===== src/rtl/axis_fifo_writer.sv =====
// AXI-Stream to async-FIFO write-port adapter.
// A 2-entry skid buffer decouples s_axis_tready from the FIFO full flag.
// Packets longer than MAX_PKT_LEN are cut: the last kept beat is marked
// as end-of-packet and the remainder is discarded up to the real tlast.
module axis_fifo_writer #(
  parameter int LOGIC_SIZE  = 8,
  parameter int MAX_PKT_LEN = 256
) (
  input  logic                  i_wclk,
  input  logic                  i_rst_n,
  input  logic [LOGIC_SIZE-1:0] s_axis_tdata,
  input  logic                  s_axis_tvalid,
  input  logic                  s_axis_tlast,
  output logic                  s_axis_tready,
  output logic                  o_wr,
  output logic [LOGIC_SIZE:0]   o_wdata,
  input  logic                  i_wfull,
  output logic [15:0]           o_pkt_count,
  output logic [15:0]           o_trunc_count,
  output logic                  o_busy
);

  typedef enum logic {ST_PASS = 1'b0, ST_DROP = 1'b1} state_t;

  localparam int          WW        = LOGIC_SIZE + 1;
  // Beat index at which the end-of-packet flag is forced.
  localparam logic [15:0] LAST_BCNT = 16'(MAX_PKT_LEN - 1);

  state_t          state_q, state_d;
  logic [WW-1:0]   buf0_q, buf0_d;   // head of the skid buffer
  logic [WW-1:0]   buf1_q, buf1_d;   // second entry
  logic [1:0]      cnt_q, cnt_d;
  logic [15:0]     bcnt_q, bcnt_d;
  logic [15:0]     pkt_q, pkt_d;
  logic [15:0]     trunc_q, trunc_d;
  logic            tready_q, tready_d;

  logic            accept_s;
  logic            push_s;
  logic            pop_s;
  logic            forced_s;
  logic            last_s;
  logic [WW-1:0]   word_s;

  // Next-state logic: buffer push/pop, packet length tracking, counters.
  always_comb begin
    state_d  = state_q;
    buf0_d   = buf0_q;
    buf1_d   = buf1_q;
    cnt_d    = cnt_q;
    bcnt_d   = bcnt_q;
    pkt_d    = pkt_q;
    trunc_d  = trunc_q;

    accept_s = s_axis_tvalid && tready_q;
    push_s   = accept_s && (state_q == ST_PASS);
    pop_s    = (cnt_q != 2'd0) && !i_wfull;
    forced_s = (bcnt_q == LAST_BCNT);
    last_s   = s_axis_tlast || forced_s;
    word_s   = {last_s, s_axis_tdata};

    // Skid buffer: the head always sits in buf0, pushes land behind it.
    case ({push_s, pop_s})
      2'b10: begin
        if (cnt_q == 2'd0) begin
          buf0_d = word_s;
        end else begin
          buf1_d = word_s;
        end
        cnt_d = cnt_q + 2'd1;
      end
      2'b01: begin
        buf0_d = buf1_q;
        cnt_d  = cnt_q - 2'd1;
      end
      2'b11: begin
        if (cnt_q == 2'd2) begin
          buf0_d = buf1_q;
          buf1_d = word_s;
        end else begin
          buf0_d = word_s;
        end
      end
      default: begin
        cnt_d = cnt_q;
      end
    endcase

    if (push_s) begin
      if (last_s) begin
        bcnt_d = 16'd0;
      end else begin
        bcnt_d = bcnt_q + 16'd1;
      end
    end else begin
      bcnt_d = bcnt_q;
    end

    case (state_q)
      ST_PASS: begin
        if (push_s && forced_s && !s_axis_tlast) begin
          state_d = ST_DROP;
          trunc_d = trunc_q + 16'd1;
        end else begin
          state_d = ST_PASS;
        end
      end
      ST_DROP: begin
        if (accept_s && s_axis_tlast) begin
          state_d = ST_PASS;
        end else begin
          state_d = ST_DROP;
        end
      end
      default: begin
        state_d = ST_PASS;
      end
    endcase

    if (pop_s && buf0_q[LOGIC_SIZE]) begin
      pkt_d = pkt_q + 16'd1;
    end else begin
      pkt_d = pkt_q;
    end

    // Ready is precomputed for the next cycle so it never depends on inputs.
    tready_d = (state_d == ST_DROP) || (cnt_d != 2'd2);
  end

  // State registers with asynchronous active-low reset.
  always_ff @(posedge i_wclk or negedge i_rst_n) begin
    if (!i_rst_n) begin
      state_q  <= ST_PASS;
      buf0_q   <= {WW{1'b0}};
      buf1_q   <= {WW{1'b0}};
      cnt_q    <= 2'd0;
      bcnt_q   <= 16'd0;
      pkt_q    <= 16'd0;
      trunc_q  <= 16'd0;
      tready_q <= 1'b0;
    end else begin
      state_q  <= state_d;
      buf0_q   <= buf0_d;
      buf1_q   <= buf1_d;
      cnt_q    <= cnt_d;
      bcnt_q   <= bcnt_d;
      pkt_q    <= pkt_d;
      trunc_q  <= trunc_d;
      tready_q <= tready_d;
    end
  end

  assign s_axis_tready = tready_q;
  assign o_wr          = pop_s;
  assign o_wdata       = (cnt_q != 2'd0) ? buf0_q : {WW{1'b0}};
  assign o_pkt_count   = pkt_q;
  assign o_trunc_count = trunc_q;
  assign o_busy        = (cnt_q != 2'd0) || (bcnt_q != 16'd0) || (state_q == ST_DROP);

endmodule


===== config.mk =====
export PLATFORM = sky130hd
export DESIGN_NAME = axis_fifo_writer
export DESIGN_NICKNAME = d
export VERILOG_FILES = /design/src/rtl/axis_fifo_writer.sv
export SDC_FILE = /design/constraint.sdc
export NUM_CORES = 1
export LEC_CHECK = 0
export ABC_AREA = 1
export CORE_ASPECT_RATIO = 1.75
export CORE_UTILIZATION = 30
export CTS_BUF_LIST = sky130_fd_sc_hd__clkbuf_16
export DETAILED_ROUTE_END_ITERATION = 12
export PLACE_DENSITY = 0.54
export SETUP_SLACK_MARGIN = 0.1
export SLEW_MARGIN = 5
export SYNTH_ARGS = -nofsm -noshare
export SYNTH_HDL_FRONTEND = slang
export SYNTH_SLANG_ARGS = --single-unit

===== constraint.sdc =====
create_clock -name i_wclk -period 3.3 [get_ports i_wclk]
set_clock_uncertainty 0.1 [all_clocks]
set_input_delay 0.66 -clock i_wclk [delete_from_list [all_inputs] [get_ports i_wclk]]
set_output_delay 0.66 -clock i_wclk [all_outputs]
set_load 0.02 [all_outputs]

# Yosys cells after proc, flatten, opt, wreduce, memory -nomap -nowiden
# Index checks and enable logic that the tools add are counted.
# word_totals
ff_bits	70
out_inout_bits	44
word_cells	56
in_bits	13
# op_classes
bitwise_logic	1
mux	12
n_eq_ne	9
reduce_logical	21
n_addsub	5
# ops
operator	n
$add A16 B1 Y16 const B	3
$mux W9	5
$pmux W9 S3	1
$pmux W9 S2	1
$eq A16 B8 Y1 const B	1
$mux W16	1
$reduce_bool A16 Y1	1
$ne A2 B2 Y1 const B	4
$logic_and A1 B1 Y1	7
$eq A2 B2 Y1 const B	3
$logic_or A1 B1 Y1	4
$pmux W2 S2	1
$reduce_and A2 Y1	2
$reduce_bool A2 Y1	2
$reduce_and A3 Y1	1
$reduce_bool A3 Y1	1
$add A2 B1 Y2 const B	1
$eq A2 B1 Y1 const B	1
$logic_not A1 Y1	2
$logic_not A2 Y1	1
$mux W1	2
$pmux W1 S2	1
$sub A2 B1 Y2 const B	1
$not A1 Y1	1

# Depth between registers and ports, before layout
# Gate-level depths: netlist of the first run.
# logic_depth
depth_word	7
depth_mapped	10
ltp_nobuf	9

# Least setup slack after synthesis of the first run
# OpenSTA, ideal clock, no wires.
# synth_timing
kind	input -> register
startpoint	in s_axis_tvalid
endpoint	reg buf0_q[8]
setup_ns	0.077
required_ns	3.123
arrival_ns	1.944
slack_ns	1.178
n_path_buf	1
path_stages	9
cell_sequence	nand2_1 -> nor2_2 -> buf_4 -> ha_1 -> nand3_1 -> nand2_1 -> nand2_1 -> o21a_1 -> a21oi_1
# synth_via
elab_chain_len	5
# synth_rtl
element	line_no	rtl
start, declared	12	input logic s_axis_tvalid,
$logic_and A1 B1 Y1 *	55	accept_s = s_axis_tvalid && tready_q;
$logic_and A1 B1 Y1 *	56	push_s = accept_s && (state_q == ST_PASS);
via push_s	39	logic push_s;
$eq A2 B2 Y1 / $eq A2 B1 Y1 (equally long branches)	63	case ({push_s, pop_s})
$ne A2 B2 Y1 (no source line) / $reduce_bool A3 Y1 (equally long branches)	n/a	
$reduce_and A2 Y1 (no source line)	n/a	
end signal, assigned	134	buf0_q <= {WW{1'b0}};
end signal, assigned	143	buf0_q <= buf0_d;
end, declared	30	logic [WW-1:0] buf0_q, buf0_d;
# The timed path passes the listed nets; every way through them passes the cells marked *.
# A chain may end at the register's enable or synchronous reset.

# Worst setup path in the final report of the first run
# layout_timing
startpoint	in i_wfull
endpoint	out o_wr
# layout_via
elab_chain_len	2
# layout_rtl
element	line_no	rtl
start, declared	17	input logic i_wfull,
$logic_not A1 Y1	57	pop_s = (cnt_q != 2'd0) && !i_wfull;
$logic_and A1 B1 Y1	57	
end, declared	15	output logic o_wr,
# No other way between the ends.

==> impl_metrics.env, run 1 <==
export IMPL_postPlaceCellArea_mm2=0.00470
export IMPL_arrival_ns=2.07
export IMPL_setup_worst_path_start_class="input pin"
export IMPL_ir_drop_v=0.000398
export IMPL_whs_ns=0.429
export IMPL_cts_sinks=70
export IMPL_ys_warn_count=0
export IMPL_num_rows=55
export IMPL_synth_area_top_cells="dfrtp_1, nand2_1, nor2_1"
export IMPL_ant_nets=0
export IMPL_die_x_um=88.7
export IMPL_clock_latency_ns=0.34
export IMPL_fin_crit_sh=0.857
export IMPL_worst_slew_margin_rel=0.389
export IMPL_antenna_found_initial=0
export IMPL_synth_fp_nets=556
export IMPL_layout_drive_gt1_share=0.0661
export IMPL_finalHoldViolCount=0
export IMPL_drc=0
export IMPL_synth_area_mm2=0.00395
export IMPL_min_path_type="in2async"
export IMPL_grt_pass1_vias=3597
export IMPL_drtIter0Drc=153
export IMPL_syn_area_per_cell_um2=7.36
export IMPL_grt_first_pass_wirelength_mm=17.4
export IMPL_hpwl_mm=7.72
export IMPL_final_max_slew_viol_count=0
export IMPL_r2r_start="cnt_q[0]"
export IMPL_dieHeight_um=154
export IMPL_final_setup_viol_count=0
export IMPL_clkTransAtPathRegs_ns=0.06
export IMPL_track_usage=0.165
export IMPL_post_cts_repair_setup_buffers=0
export IMPL_gp_congestion=0.876
export IMPL_n_antenna_cell=0
export IMPL_firstDrtPassIters=4
export IMPL_path_class="in2out"
export IMPL_cts_buffer_depth=2
export IMPL_fin_setup_tns_ns=0
export IMPL_drv_cap=0
export IMPL_vias=3592
export IMPL_final_cell_area_mm2=0.00497
export IMPL_rr_worst_depth=8
export IMPL_die_area_mm2=0.0136
export IMPL_cts_resized=0
export IMPL_nNetsFinal=620
export IMPL_synthCells=536
export IMPL_period_minus_slack_ns=2.83
export IMPL_crit_required_ns=2.54
export IMPL_r2r_slack_ns=1.06
export IMPL_dpl_worst_slack_ns=0.382
export IMPL_vias_per_cell=4.63
export IMPL_synth_distinct_cells=31
export IMPL_setup_ws_ns=0.470
export IMPL_cts_max_level=3
export IMPL_r2r_end="buf1_q[7]"
export IMPL_initial_utilization=0.307
export IMPL_core_area_mm2=0.0129
export IMPL_clock_tree_root_cell="clkbuf_16"
export IMPL_worst_slew_pin_slew_ns=0.916
export IMPL_max_freq_mhz=353
export IMPL_cts_hold_buf=0
export IMPL_rsz0062_at_grt="false"
export IMPL_grt_max_degree=71
export IMPL_seq_area_frac_synth=0.444
export IMPL_port_buffers=56
export IMPL_num_io_pins=57
export IMPL_n_fill_cell=1376
export IMPL_status="finished clean"
export IMPL_synth_seq_cells=70
export IMPL_regArea_mm2=0.00175
export IMPL_p_leak_uw=0.00226
export IMPL_grt_overflow=0
export IMPL_power_density_mw_per_mm2=629
export IMPL_cts_made_buffers=9
export IMPL_cp_max_fo=11
export IMPL_yosys_area_top_type="dfrtp_1"
export IMPL_cp_end_kind="output pin"
export IMPL_synth_top_area_share=0.444
export IMPL_wl_mm=10.3
export IMPL_multi_input_area_mm2=0.00193
export IMPL_cts_tree="yes"
export IMPL_wl_per_cell_um=13.3
export IMPL_syn_to_final_growth_pct=26.0
## worst max-delay path by stage
| stage | start | to | slack [ns] | cells past startpoint |
|---|---|---|---|---|
| 6_report | i_wfull | o_wr | 0.47 | 3 |
| 2_1_floorplan | s_axis_tvalid | buf0_q[8] | 1.18 | 9 |
| 5_1_grt | bcnt_q[0] | o_busy | 0.36 | 6 |
| 3_5_place_dp | s_axis_tvalid | buf1_q[7] | 0.38 | 7 |
| 3_3_place_gp | s_axis_tvalid | o_trunc_count[13] | 0.45 | 7 |
| 4_1_cts | i_wfull | o_wr | 0.46 | 3 |
## synth_stat cells (all sizes together)
cell,count
a21oi,9
buf,6
clkbuf,1
clkinv,1
dfrtp,70
ha,7
inv,57
nand2,179
nand3,29
nand3b,2
nand4,13
nor2,84
nor3,7
nor4,1
o21a,1
o21ai,42
o21bai,1
o22ai,1
xnor2,11
xor2,14
## cells by family after synthesis
logic type	after synthesis	synth area share
compound gates	54	0.0739
buf+inv	65	0.0672
fa+ha+maj	7	0.0222
flops	70	0.444
xor+xnor	25	0.0555
simple gates	315	0.337
## registers in the layout, summed over array words and instances, names as in the netlist
name,flops
bcnt_q,16
o_trunc_count,16
state_q,1
o_pkt_count,16
s_axis_tready,1
cnt_q,2
buf1_q,9
buf0_q,9
## per-layer routing
| metal | track usage | vias up | part of all wire |
|---|---|---|---|
| met5 | 0 | - | 0 |
| met4 | 0.0753 | 0 | 0.033 |
| met3 | 0.0306 | 22 | 0.032 |
| met2 | 0.305 | 74 | 0.54 |
| met1 | 0.175 | 1672 | 0.40 |
| li1 | - | 1824 | - |
## stage by stage
step                instances   util  power [uW]
global route              776  0.386        3330
detailed placement        760  0.365        2240
CTS                       776  0.386        3170
global placement          760  0.365        2230
finish                    776  0.386        3130
floorplan                 536      -        1810
## final cells by class
cell class | instances | area share
multi-input combinational | 401 | 0.388
sequential | 70 | 0.352
timing repair buffer | 60 | 0.118
clock buffer | 9 | 0.0453
inverter | 58 | 0.0438
tap | 171 | 0.0430
clock inverter | 7 | 0.00981
## power by group
| part | total, uW | leakage, uW | internal, uW | switching, uW |
|---|---|---|---|---|
| Clock | 904 | 0.000137 | 510 | 394 |
| Sequential | 1190 | 0.000925 | 1030 | 158 |
| Combinational | 1030 | 0.00120 | 403 | 630 |
## cell usage in the layout (no fill, tap or decap), types with 7 or more instances in the layout
cell,synthesis,routed
nand2_1,175,175
nor2_1,78,78
xor2_1,14,14
nand3_1,28,28
nand4_1,11,11
a21oi_1,9,9
dfrtp_1,70,70
nor3_1,7,7
clkdlybuf4s50_1,0,55
inv_1,54,54
ha_1,7,7
clkbuf_16,0,9
xnor2_1,11,11
o21ai_0,37,37
## critical path, cell delays in order
cell             delay (ns)
clkdlybuf4s50_1        0.52
nor2_8                 0.24
clkdlybuf4s50_1        0.65
Power figures use the tool's default switching activity.
==> run 2: changes to the inputs <==
Settings changed: SLEW_MARGIN 5 to not set.
==> results of run 2 <==
No change in the layout: final DEF, timing and power equal those of run 1.
==> run 3: changes to the inputs <==
Settings changed: CTS_CLUSTER_DIAMETER set to 120, SLEW_MARGIN set to 40.
==> run 3 against run 2 <==
  * Register-to-register slack is essentially flat
  * Worst setup slack is the same
  * Highest routed layer unchanged
  * Largest power group unchanged
  * Via count is the same
==> impl_metrics.env, run 3 (synthesis results as in run 1) <==
export IMPL_cp_max_fo=11
export IMPL_r2r_slack_ns=1.06
export IMPL_layout_commonest_cell="nand2_1"
export IMPL_track_usage=0.165
export IMPL_die_x_um=88.7
export IMPL_setup_worst_path_start="i_wfull"
export IMPL_initial_utilization=0.307
export IMPL_crit_required_ns=2.54
export IMPL_ant_nets=0
export IMPL_drc=0
export IMPL_die_area_mm2=0.0136
export IMPL_ir_drop_v=0.000398
export IMPL_nNetsFinal=620
export IMPL_drv_cap=0
export IMPL_arrival_ns=2.07
export IMPL_period_minus_slack_ns=2.83
export IMPL_cts_resized=0
export IMPL_clock_tree_root_cell="clkbuf_16"
export IMPL_drtIter0Drc=153
export IMPL_p_leak_uw=0.00226
export IMPL_num_rows=55
export IMPL_vias_per_cell=4.63
export IMPL_final_cell_area_mm2=0.00498
export IMPL_max_freq_mhz=353
export IMPL_cts_buffer_depth=2
export IMPL_setup_worst_path_start_class="input pin"
export IMPL_num_io_pins=57
export IMPL_vias=3592
export IMPL_grt_first_pass_wirelength_mm=17.4
export IMPL_final_setup_viol_count=0
export IMPL_final_util=0.387
export IMPL_cts_max_level=3
export IMPL_rsz0062_at_grt="false"
export IMPL_final_max_slew_viol_count=0
export IMPL_core_area_mm2=0.0129
export IMPL_antenna_found_initial=0
export IMPL_cts_hold_buf=0
export IMPL_r2r_start="cnt_q[0]"
export IMPL_gp_congestion=0.876
export IMPL_hpwl_mm=7.72
export IMPL_worst_slew_margin_rel=0.561
export IMPL_cp_end_kind="output pin"
export IMPL_dieHeight_um=154
export IMPL_path_class="in2out"
export IMPL_whs_ns=0.326
export IMPL_fin_setup_tns_ns=0
export IMPL_grt_pass1_vias=3597
export IMPL_cts_tree="yes"
export IMPL_rr_worst_depth=8
export IMPL_clkTransAtPathRegs_ns=0.06
export IMPL_layout_drive_gt1_share=0.0661
export IMPL_clock_latency_ns=0.34
export IMPL_layout_common_cells="nand2_1, nor2_1, dfrtp_1"
export IMPL_grt_max_degree=71
export IMPL_postPlaceCellArea_mm2=0.00470
export IMPL_firstDrtPassIters=4
export IMPL_fin_crit_sh=0.857
export IMPL_grt_overflow=0
export IMPL_finalHoldViolCount=0
export IMPL_wl_mm=10.3
export IMPL_min_path_type="in2async"
export IMPL_port_buffers=56
export IMPL_worst_slew_pin_slew_ns=0.659
export IMPL_syn_to_final_growth_pct=26.1
export IMPL_post_cts_repair_setup_buffers=0
export IMPL_wl_per_cell_um=13.3
export IMPL_power_density_mw_per_mm2=628
export IMPL_status="finished clean"
export IMPL_cts_made_buffers=9
export IMPL_cts_sinks=70
export IMPL_n_antenna_cell=0
-- run 3: cell count changes in the layout (fill, tap and decap cells not counted) --
cell	delta
buf_4	-1
buf_6	+1
-- run 3: metrics by stage --
step                      setup slack (ns)  instances  power (uW)
after global routing                 0.364        776        3330
after global placement               0.449        760        2230
after detailed placement             0.382        760        2240
after CTS                            0.456        776        3170
final                                0.470        776        3130
after floorplan                       1.18        536        1810
-- run 3: path summary, 6_finish.rpt --
path / to
max: o_wr
min: o_trunc_count[11]
max reg2reg: buf1_q[7]
min reg2reg: o_pkt_count[15]
max in group asynchronous: bcnt_q[10]
min in group i_wclk: o_pkt_count[15]
-- run 3: critical path, cell delays in order --
cell and delay (ns):
clkdlybuf4s50_1 0.52, nor2_8 0.24, clkdlybuf4s50_1 0.65
-- run 3: metal layers --
metal / track usage / part of all wire
met1: 0.175 / 0.40
met2: 0.305 / 0.54
met3: 0.0306 / 0.032
met4: 0.0753 / 0.033
met5: 0 / 0
-- run 3: cell type report --
type	count	area, um2
clock buffer	9	225
timing repair buffer	60	589
sequential	70	1750
inverter	58	218
tap	171	214
multi-input combinational	401	1930
clock inverter	7	48.8
fill	1376	7890
-- run 3: power breakdown --
part / internal [uW] / switching, uW / total, uW
clock: 510 / 394 / 904
sequential: 1030 / 158 / 1190
combinational: 403 / 630 / 1030
total: 1940 / 1180 / 3130
